===== config.mk =====
export PLATFORM = sky130hd
export DESIGN_NAME = instr_encoder_loader
export DESIGN_NICKNAME = d
export VERILOG_FILES = /design/src/rtl/instr_enc_pkg.sv /design/src/rtl/instr_field_packer.sv /design/src/rtl/instr_encoder_loader.sv
export SDC_FILE = /design/constraint.sdc
export NUM_CORES = 1
export LEC_CHECK = 0
export ABC_CLOCK_PERIOD_IN_PS = 2400
export CAP_MARGIN = 25
export CELL_PAD_IN_SITES_DETAIL_PLACEMENT = 0
export CELL_PAD_IN_SITES_GLOBAL_PLACEMENT = 1
export CORE_UTILIZATION = 33
export CTS_CLUSTER_SIZE = 30
export DETAILED_ROUTE_END_ITERATION = 8
export HOLD_SLACK_MARGIN = 0.15
export PLACE_DENSITY = 0.92
export SLEW_MARGIN = 30
export SYNTH_ARGS = -nofsm -noshare
export SYNTH_HDL_FRONTEND = slang
export SYNTH_SLANG_ARGS = --single-unit

===== constraint.sdc =====
create_clock -name CLK -period 2.4 [get_ports CLK]
set_clock_uncertainty 0.2 [all_clocks]
set_input_delay 0.48 -clock CLK [delete_from_list [all_inputs] [get_ports CLK]]
set_output_delay 0.48 -clock CLK [all_outputs]
set_load 0.1 [all_outputs]

===== src/rtl/instr_enc_pkg.sv =====
// Shared encoding constants for the MIPS instruction encoder/loader.
// Opcode and funct values match the control-unit decoder.
package instr_enc_pkg;

  typedef enum logic [3:0] {
    MN_ADD  = 4'd0,
    MN_SUB  = 4'd1,
    MN_SLT  = 4'd2,
    MN_MUL  = 4'd3,
    MN_AND  = 4'd4,
    MN_OR   = 4'd5,
    MN_LW   = 4'd6,
    MN_SW   = 4'd7,
    MN_ADDI = 4'd8,
    MN_BEQ  = 4'd9,
    MN_J    = 4'd10
  } mnem_e;

  localparam logic [5:0] OP_RTYPE = 6'b000000;
  localparam logic [5:0] OP_LW    = 6'b100011;
  localparam logic [5:0] OP_SW    = 6'b101011;
  localparam logic [5:0] OP_ADDI  = 6'b001000;
  localparam logic [5:0] OP_BEQ   = 6'b000100;
  localparam logic [5:0] OP_J     = 6'b000010;

  localparam logic [5:0] FN_ADD = 6'b100000;
  localparam logic [5:0] FN_SUB = 6'b100010;
  localparam logic [5:0] FN_SLT = 6'b101010;
  localparam logic [5:0] FN_MUL = 6'b011100;
  localparam logic [5:0] FN_AND = 6'b100100;
  localparam logic [5:0] FN_OR  = 6'b100101;

  typedef enum logic [2:0] {
    ST_IDLE = 3'd0,
    ST_LOAD = 3'd1,
    ST_FULL = 3'd2,
    ST_PAD  = 3'd3,
    ST_DONE = 3'd4
  } state_e;

  function automatic logic [31:0] pack_r(input logic [4:0] rs, input logic [4:0] rt,
                                         input logic [4:0] rd, input logic [5:0] fn);
    return {OP_RTYPE, rs, rt, rd, 5'd0, fn};
  endfunction

  function automatic logic [31:0] pack_i(input logic [5:0] op, input logic [4:0] rs,
                                         input logic [4:0] rt, input logic [15:0] imm);
    return {op, rs, rt, imm};
  endfunction

endpackage


===== src/rtl/instr_field_packer.sv =====
// Combinational mnemonic + fields -> 32-bit MIPS word, with an illegal flag
// for mnemonic codes 11..15 (word forced to zero in that case).
module instr_field_packer
  import instr_enc_pkg::*;
(
  input  logic [3:0]  mnem,
  input  logic [4:0]  rs,
  input  logic [4:0]  rt,
  input  logic [4:0]  rd,
  input  logic [15:0] imm,
  input  logic [25:0] target,
  output logic [31:0] word,
  output logic        illegal
);

  // Encode one request.
  always_comb begin
    word    = 32'd0;
    illegal = 1'b0;
    case (mnem)
      MN_ADD:  word = pack_r(rs, rt, rd, FN_ADD);
      MN_SUB:  word = pack_r(rs, rt, rd, FN_SUB);
      MN_SLT:  word = pack_r(rs, rt, rd, FN_SLT);
      MN_MUL:  word = pack_r(rs, rt, rd, FN_MUL);
      MN_AND:  word = pack_r(rs, rt, rd, FN_AND);
      MN_OR:   word = pack_r(rs, rt, rd, FN_OR);
      MN_LW:   word = pack_i(OP_LW, rs, rt, imm);
      MN_SW:   word = pack_i(OP_SW, rs, rt, imm);
      MN_ADDI: word = pack_i(OP_ADDI, rs, rt, imm);
      MN_BEQ:  word = pack_i(OP_BEQ, rs, rt, imm);
      MN_J:    word = {OP_J, target};
      default: illegal = 1'b1;
    endcase
  end

endmodule


===== src/rtl/instr_encoder_loader.sv =====
// Streaming MIPS encoder / imem program loader. Optional zero-padding of the
// remaining memory after the last instruction is enabled by INSTR_ENC_NOP_PAD_EN.
module instr_encoder_loader
  import instr_enc_pkg::*;
#(
  parameter int Instruction_Width = 32,
  parameter int ADDR_WIDTH        = 6,
  parameter int BASE_ADDR         = 0
)(
  input  logic                         CLK,
  input  logic                         RST,
  input  logic                         start,
  input  logic                         req_valid,
  output logic                         req_ready,
  input  logic [3:0]                   req_mnem,
  input  logic [4:0]                   req_rs,
  input  logic [4:0]                   req_rt,
  input  logic [4:0]                   req_rd,
  input  logic [15:0]                  req_imm,
  input  logic [25:0]                  req_target,
  input  logic                         req_last,
  output logic                         imem_we,
  output logic [ADDR_WIDTH-1:0]        imem_addr,
  output logic [Instruction_Width-1:0] imem_wdata,
  output logic                         busy,
  output logic                         load_done,
  output logic                         err_illegal,
  output logic                         err_full,
  output logic [ADDR_WIDTH:0]          count
);

  localparam logic [ADDR_WIDTH-1:0] LAST_ADDR = {ADDR_WIDTH{1'b1}};
  localparam logic [ADDR_WIDTH-1:0] BASE      = ADDR_WIDTH'(BASE_ADDR);

  state_e                         state_r, state_s;
  logic [ADDR_WIDTH-1:0]          addr_r, addr_s, waddr_r, waddr_s;
  logic [ADDR_WIDTH:0]            count_r, count_s;
  logic [Instruction_Width-1:0]   wdata_r, wdata_s;
  logic                           exhausted_r, exhausted_s, drain_r, drain_s;
  logic                           we_r, we_s, ready_r, ready_s, busy_r, busy_s, done_r, done_s;
  logic                           err_ill_r, err_ill_s, err_full_r, err_full_s;
  logic [31:0]                    pk_word_s;
  logic                           pk_illegal_s, accept_s;

  instr_field_packer u_packer (
    .mnem    (req_mnem),
    .rs      (req_rs),
    .rt      (req_rt),
    .rd      (req_rd),
    .imm     (req_imm),
    .target  (req_target),
    .word    (pk_word_s),
    .illegal (pk_illegal_s)
  );

  assign accept_s = req_valid & ready_r;

  // Next-state and next-output logic; exhausted marks that the top word has been written.
  always_comb begin
    state_s     = state_r;
    addr_s      = addr_r;
    count_s     = count_r;
    exhausted_s = exhausted_r;
    drain_s     = drain_r;
    we_s        = 1'b0;
    waddr_s     = waddr_r;
    wdata_s     = wdata_r;
    done_s      = 1'b0;
    err_ill_s   = err_ill_r;
    err_full_s  = err_full_r;
    case (state_r)
      ST_IDLE, ST_DONE: begin
        if (start) begin
          state_s     = ST_LOAD;
          addr_s      = BASE;
          count_s     = '0;
          exhausted_s = 1'b0;
          drain_s     = 1'b0;
          err_ill_s   = 1'b0;
          err_full_s  = 1'b0;
        end else begin
          state_s = state_r;
        end
      end
      ST_LOAD: begin
        if (drain_r) begin
          // The req_last word is being written this cycle.
          drain_s = 1'b0;
`ifdef INSTR_ENC_NOP_PAD_EN
          if (exhausted_r) begin
            state_s = ST_DONE;
            done_s  = 1'b1;
          end else begin
            state_s = ST_PAD;
          end
`else
          state_s = ST_DONE;
          done_s  = 1'b1;
`endif
        end else if (accept_s) begin
          if (pk_illegal_s) begin
            err_ill_s = 1'b1;
          end else begin
            we_s    = 1'b1;
            waddr_s = addr_r;
            wdata_s = Instruction_Width'(pk_word_s);
            count_s = count_r + (ADDR_WIDTH+1)'(1);
            if (addr_r == LAST_ADDR) begin
              exhausted_s = 1'b1;
            end else begin
              addr_s = addr_r + ADDR_WIDTH'(1);
            end
          end
          if (req_last) begin
            drain_s = 1'b1;
          end else if (!pk_illegal_s && (addr_r == LAST_ADDR)) begin
            state_s = ST_FULL;
          end else begin
            state_s = ST_LOAD;
          end
        end else begin
          state_s = ST_LOAD;
        end
      end
      ST_FULL: begin
        if (req_valid) begin
          err_full_s = 1'b1;
          state_s    = ST_DONE;
          done_s     = 1'b1;
        end else begin
          state_s = ST_FULL;
        end
      end
      ST_PAD: begin
        if (exhausted_r) begin
          state_s = ST_DONE;
          done_s  = 1'b1;
        end else begin
          we_s    = 1'b1;
          waddr_s = addr_r;
          wdata_s = '0;
          count_s = count_r + (ADDR_WIDTH+1)'(1);
          if (addr_r == LAST_ADDR) begin
            exhausted_s = 1'b1;
          end else begin
            addr_s = addr_r + ADDR_WIDTH'(1);
          end
        end
      end
      default: state_s = ST_IDLE;
    endcase
    ready_s = (state_s == ST_LOAD) && !drain_s;
    busy_s  = (state_s == ST_LOAD) || (state_s == ST_FULL) || (state_s == ST_PAD);
  end

  // State, counters and registered outputs.
  always_ff @(posedge CLK or negedge RST) begin
    if (!RST) begin
      state_r     <= ST_IDLE;
      addr_r      <= BASE;
      count_r     <= '0;
      exhausted_r <= 1'b0;
      drain_r     <= 1'b0;
      we_r        <= 1'b0;
      waddr_r     <= '0;
      wdata_r     <= '0;
      ready_r     <= 1'b0;
      busy_r      <= 1'b0;
      done_r      <= 1'b0;
      err_ill_r   <= 1'b0;
      err_full_r  <= 1'b0;
    end else begin
      state_r     <= state_s;
      addr_r      <= addr_s;
      count_r     <= count_s;
      exhausted_r <= exhausted_s;
      drain_r     <= drain_s;
      we_r        <= we_s;
      waddr_r     <= waddr_s;
      wdata_r     <= wdata_s;
      ready_r     <= ready_s;
      busy_r      <= busy_s;
      done_r      <= done_s;
      err_ill_r   <= err_ill_s;
      err_full_r  <= err_full_s;
    end
  end

  assign req_ready   = ready_r;
  assign imem_we     = we_r;
  assign imem_addr   = waddr_r;
  assign imem_wdata  = wdata_r;
  assign busy        = busy_r;
  assign load_done   = done_r;
  assign err_illegal = err_ill_r;
  assign err_full    = err_full_r;
  assign count       = count_r;

endmodule


Yosys cells after proc, flatten, opt, wreduce, memory -nomap -nowiden
Index checks and enable logic that the tools add are counted.
{ "totals": {"regBits": 62, "latch_bits": 0, "ram_bits": 0, "rom_bits": 0, "inputBits": 66, "output_inout_bits": 51, "wordCells": 120, "n_memories": 0} }
{ "op_classes": {"addsub": 2, "n_mul": 0, "div_mod_pow": 0, "magnitude_cmp": 0, "n_eq_ne": 26, "shifts": 0, "mux": 60, "n_bitwise": 1, "reduce_logical": 18} }
{ "op_table": {"columns": ["cell", "n"], "rows": [
  ["one-hot mux 32 bit (11 select lines)", 1],
  ["two-way mux 32 bit", 4],
  ["one-hot mux 32 bit (2 select lines)", 1],
  ["two-way mux 6 bit", 10],
  ["two-way mux 7 bit", 5],
  ["two-way mux 1 bit", 22],
  ["one-hot mux 7 bit (3 select lines)", 1],
  ["two-way mux 3 bit", 6],
  ["one-hot mux 6 bit (3 select lines)", 1],
  ["equality test 4 x 3 -> 1 bit (second input constant)", 4],
  ["inequality test 2 bit (second input constant)", 8],
  ["equality test 3 x 2 -> 1 bit (second input constant)", 4],
  ["equality test 4 bit (second input constant)", 3],
  ["one-hot mux 3 bit (4 select lines)", 1],
  ["one-hot mux 6 bit (2 select lines)", 1],
  ["AND reduction 6 bit", 2],
  ["OR reduction 11 bit", 1],
  ["AND reduction 5 bit", 2],
  ["equality test 4 x 2 -> 1 bit (second input constant)", 2],
  ["one-hot mux 1 bit (2 select lines)", 4],
  ["adder 7 x 1 -> 7 bit (second input constant)", 1],
  ["adder 6 x 1 -> 6 bit (second input constant)", 1],
  ["equality test 3 x 1 -> 1 bit (second input constant)", 2],
  ["equality test 6 bit (second input constant)", 1],
  ["14 further kinds", 19]
]} }

Longest topological paths before layout
{ "logic_depth": {"word_depth": 11, "depth_mapped": 7, "depth_no_buf": 6} }

Cells and area by module
A second synthesis with hierarchy kept.
{ "hier_totals": {"hier_cells": 290, "hier_area_um2": 3100.5} }
{ "by_module_without_submodules": {"columns": ["module", "instances", "cells_per_inst", "area_each_um2", "seq_area_each_um2"], "rows": [
  ["instr_encoder_loader", 1, 208, 2542.4, 1551.5],
  ["instr_field_packer", 1, 82, 558.0, 0.0]
]} }

Worst setup path after synthesis
OpenSTA, ideal clock, no wires.
{ "synth_timing": {"path_kind": "register to register", "from": "reg ready_r, in the netlist req_ready", "to": "reg addr_r[0]", "setup_time_ns": 0.127, "t_arrival_ns": 1.929, "required_ns": 2.073, "slack_ns": 0.144, "stages_incl_launch_ff": 5, "n_path_buf": 1, "synth_period_minus_slack_ns": 2.256, "path_cell_list": "dfrtp_1 > a41oi_1 > nor3_2 > buf_4 > mux2_1"} }
{ "synth_between": {"elab_chain_cells": 3} }
{ "synth_lines": {"columns": ["item", "line", "rtl"], "rows": [
  ["start: declaration", "instr_encoder_loader.sv:40", "logic we_r, we_s, ready_r, ready_s, busy_r, busy_s, done_r, done_s;"],
  ["start signal: assignment", "instr_encoder_loader.sv:181", "ready_r <= ready_s;"],
  ["bitwise AND 1 bit", "instr_encoder_loader.sv:56", "assign accept_s = req_valid & ready_r;"],
  ["inequality test 2 bit (no source line)", null, null],
  ["AND reduction 6 bit (no source line)", null, null],
  ["end signal: assignment", "instr_encoder_loader.sv:174", "addr_r <= addr_s;"],
  ["end: declaration", "instr_encoder_loader.sv:36", "logic [ADDR_WIDTH-1:0] addr_r, addr_s, waddr_r, waddr_s;"]
]} }
No other way between the ends.
A chain may end at the register's enable or synchronous reset.

Worst setup path in the final report
{ "layout_timing": {"from": "reg state_r[1]", "to": "reg wdata_r[3], in the netlist imem_wdata[3]"} }
{ "layout_between": {"elab_chain_cells": 3, "elab_cells_between_ends": 9, "classes_between": "eq/ne: 6; mux: 1; reduce/logical: 2"} }
{ "layout_lines": {"columns": ["item", "line", "rtl"], "rows": [
  ["start: declaration", "instr_encoder_loader.sv:35", "state_e state_r, state_s;"],
  ["start signal: assignment", "instr_encoder_loader.sv:173", "state_r <= state_s;"],
  ["equality test 3 x 1 -> 1 bit / equality test 3 x 2 -> 1 bit (equally long branches)", "instr_encoder_loader.sv:71", "case (state_r)"],
  ["inequality test 2 bit (no source line) / nonzero test 2 bit (equally long branches)", null, null],
  ["AND reduction 5 bit (no source line)", null, null],
  ["end signal: assignment", "instr_encoder_loader.sv:180", "wdata_r <= wdata_s;"],
  ["end: declaration", "instr_encoder_loader.sv:38", "logic [Instruction_Width-1:0] wdata_r, wdata_s;"]
]} }
Parallel ways exist; a longest one is shown, timed or not.

==> impl_metrics.ini <==
[run_status]
status = finished, final reports clean

[pwr]
ir_drop_v = 0.000717
powerDensity_nw_per_um2 = 1360
leakagePower_nw = 2.12

[detailed_routing]
first_pass_iters = 5
vias = 3061
drc = 0
viasPerCell = 5.38
ant_nets = 0
avgRoutedWirePerCell_um = 15.9
wl_met3_um = 529
m1WireLength_um = 3850
dr_wl_met2_um = 4600
top_layer_used = met4
drt-initial-drc-count = 161
wirelength_um = 9050

[critical_path]
endpoint_kind = register
cp.required_ps = 2400
arrival_ps = 2150
path_class = register to register
path_delay_family = simple AND/OR/NAND/NOR gates
ff2ff_setup_slack_ps = 250
worstPathCellList = nor4b_2, o2111ai_4, buf_4, buf_12, nand3_1, o21ai_0
slowest_stage = dfrtp_1
worstPathMaxFanout = 21
cp_slowest_stage_delay_ps = 520
crit_buf_inv = 2
start_kind = register

[global_routing]
grt_pass1_vias = 3016
grt_pass1_wl_um = 14800
grt_overflow_total = 0
grt_usage_pct = 19.2
grt_antenna_before_repair = 0
grt_max_degree = 31

[clock_tree]
cts_hold_buf = 1
clk_latency_ps = 330
cts.repair.resized = 0
cts.clk_slew.worst_paths_ps = 70
clockRootBuffer = clkbuf_8
post_cts_buffers = 0
cts_max_level = 3
cts_buffers = 9
cts_tree = built
cts.sinks = 60
clockBufferDepth = 2

[sta]
slew_viol_final = 0
rsz0062_at_grt = false
timing.final.crit_period_ps = 2150
fmax_mhz = 466
fin_hold_ws_ps = 305
setup_ws_ps = 253
setup_tns_ps = 0
worst_pin_slew_ps = 716
finalSetupViolCount = 0
hold_violations = 0
relSlewSlack_pct = 51.9
fin_crit_sh_pct = 89.5

[final_layout]
n_antenna_cell = 0
drive_above_1_share_pct = 23.4
syn2layout_area_growth_pct = 47.4
nFillCells = 874
nets = 521

[synthesis]
syn_avg_cell_area_um2 = 9.60
yosys_warnings = 0
synth_nets = 392
async_flop_share_pct = 100
synth-compound-area-share_pct = 22.5
syn_inst = 324
yosysUniqueCellTypes = 59
synth_seq_cells = 60
yosys.area_share.simple_pct = 18.6
synthMuxAreaShare_pct = 3.54
seq_area_frac_synth_pct = 48.3
yosys.area_share.xor_xnor_pct = 1.13
synth-edff-count = 0
netlist_area_um2 = 3110
synth-main-ff-cell = dfrtp_1
synthAdderAreaFrac_pct = 0.804
synth_top_family_by_area = compound AO/OA/AOI/OAI gates

[die]
io_pins = 117
num_rows = 35
dieArea_um2 = 9820
die-height_um = 99.1
die_width_um = 99.1
coreArea_um2 = 9200
initial_core_util_pct = 33.8

[place]
pre_cts_slack_ps = -27.5
numPortBuffers = 115
gp_congestion = 0.851
dpl.hpwl_um = 6810

[run]
max-cap-violations = 0

[min_path]
holdCritPathClass = register to register
layer usage:
metal,global-route usage (%),up-vias
li1,-,1453
met5,0,-
met1,24.2,1482
met4,5.32,0
met2,32.6,118
met3,5.20,8
cells by family after synthesis:
| family | count (synthesis) |
|---|---|
| buffers and inverters | 33 |
| xor gates and xnor gates | 4 |
| DFF | 60 |
| and+or+nand+nor | 110 |
| AOI/OAI and AO/OA | 104 |
| muxes | 10 |
| adders and majority gates | 2 |
| other | 1 |
per-stage QoR:
stage                     cell area (µm²)  power, mW  cells  utilization [%]
after floorplan                      3110       4.39    324                -
after global placement               4390       5.32    552             47.8
after detailed placement             4390       5.38    552             47.8
after CTS                            4590       6.26    569             49.9
after global routing                 4590       6.51    569             49.9
final                                4590       6.22    569             49.9
worst paths after layout:
path / cells past startpoint / start / endpoint
max: 6 / state_r[1] / imem_wdata[3]
min: 2 / imem_wdata[6] / imem_wdata[6]
max reg2reg: 6 / state_r[1] / imem_wdata[3]
min reg2reg: 2 / imem_wdata[6] / imem_wdata[6]
max in group asynchronous: 3 / RST / imem_wdata[25]
min in group asynchronous: 2 / RST / addr_r[3]
synth_stat cells, types with 2 or more instances:
cell       number  area, µm²
nor4_1          2       12.5
a211oi_1        2       15.0
nand3_1        32        160
o21ai_1         4       20.0
mux2_2          7       78.8
mux2i_1         2       20.0
a41o_1          2       20.0
inv_1           9       33.8
buf_6           2       22.5
nor2_1         27        101
dfrtp_1        60       1500
and3_1          7       43.8
buf_2           5       25.0
clkbuf_1       11       41.3
a222oi_1        5       50.1
nand2b_1        7       43.8
ha_1            2       25.0
a31oi_1         2       12.5
a21oi_1        21        105
nor2b_1         3       18.8
a22oi_1        15        113
a221oi_1        2       17.5
or3_1           2       12.5
and2_1          3       18.8
a31o_2          2       17.5
xor2_1          4       35.0
a2bb2oi_1       2       17.5
nor3_1          2       10.0
nand2_1        15       56.3
buf_4           3       22.5
buf_1           3       11.3
o21ai_0        30        150
a31o_1          3       26.3
cells in the final DEF, fill, tap and decap left out, drive strengths merged, types with 3 or more instances in the layout:
cell type,synthesis,routed
a22oi,15,15
clkbuf,11,11
nand2b,7,7
mux2,8,8
nor2,27,27
a222oi,5,5
inv,9,9
dfrtp,60,60
and3,7,7
and2,3,3
xor2,4,4
a21oi,21,21
a31o,5,5
nand3,33,33
o21ai,35,35
clkinv,0,3
nor2b,3,3
nand2,16,16
nor3,3,3
clkdlybuf4s50,0,64
buf,13,77
power by group:
group | internal [mW] | leakage, nW | total, mW | switching [mW]
Sequential | 1.33 | 0.791 | 1.61 | 0.272
Clock | 0.475 | 0.0931 | 0.866 | 0.392
Combinational | 0.938 | 1.24 | 3.75 | 2.81
Total | 2.75 | 2.12 | 6.22 | 3.48
sequential cells by signal (all words and copies together) (netlist names):
| signal | count |
|---|---|
| load_done | 1 |
| req_ready | 1 |
| imem_addr | 6 |
| addr_r | 6 |
| count | 7 |
| exhausted_r | 1 |
| state_r | 3 |
| busy | 1 |
| err_illegal | 1 |
| drain_r | 1 |
| err_full | 1 |
| imem_wdata | 30 |
| imem_we | 1 |
worst reg2reg max path: cells and delay by family, from the launching register on:
kind                   cells  cell delay, ps
AND/OR/NAND/NOR            2             570
flip-flops                 1             520
buffers and inverters      2             440
AO/OA/AOI/OAI              2             290
cell type report:
cell class,count,area (µm²),share of cell area [%]
sequential,60,1500,32.7
multi-input combinational,231,1470,31.9
timing repair buffer,142,1260,27.6
tap,111,139,3.03
clock buffer,11,131,2.86
clock inverter,5,52.6,1.15
inverter,9,33.8,0.736
Power figures use the tool's default switching activity.
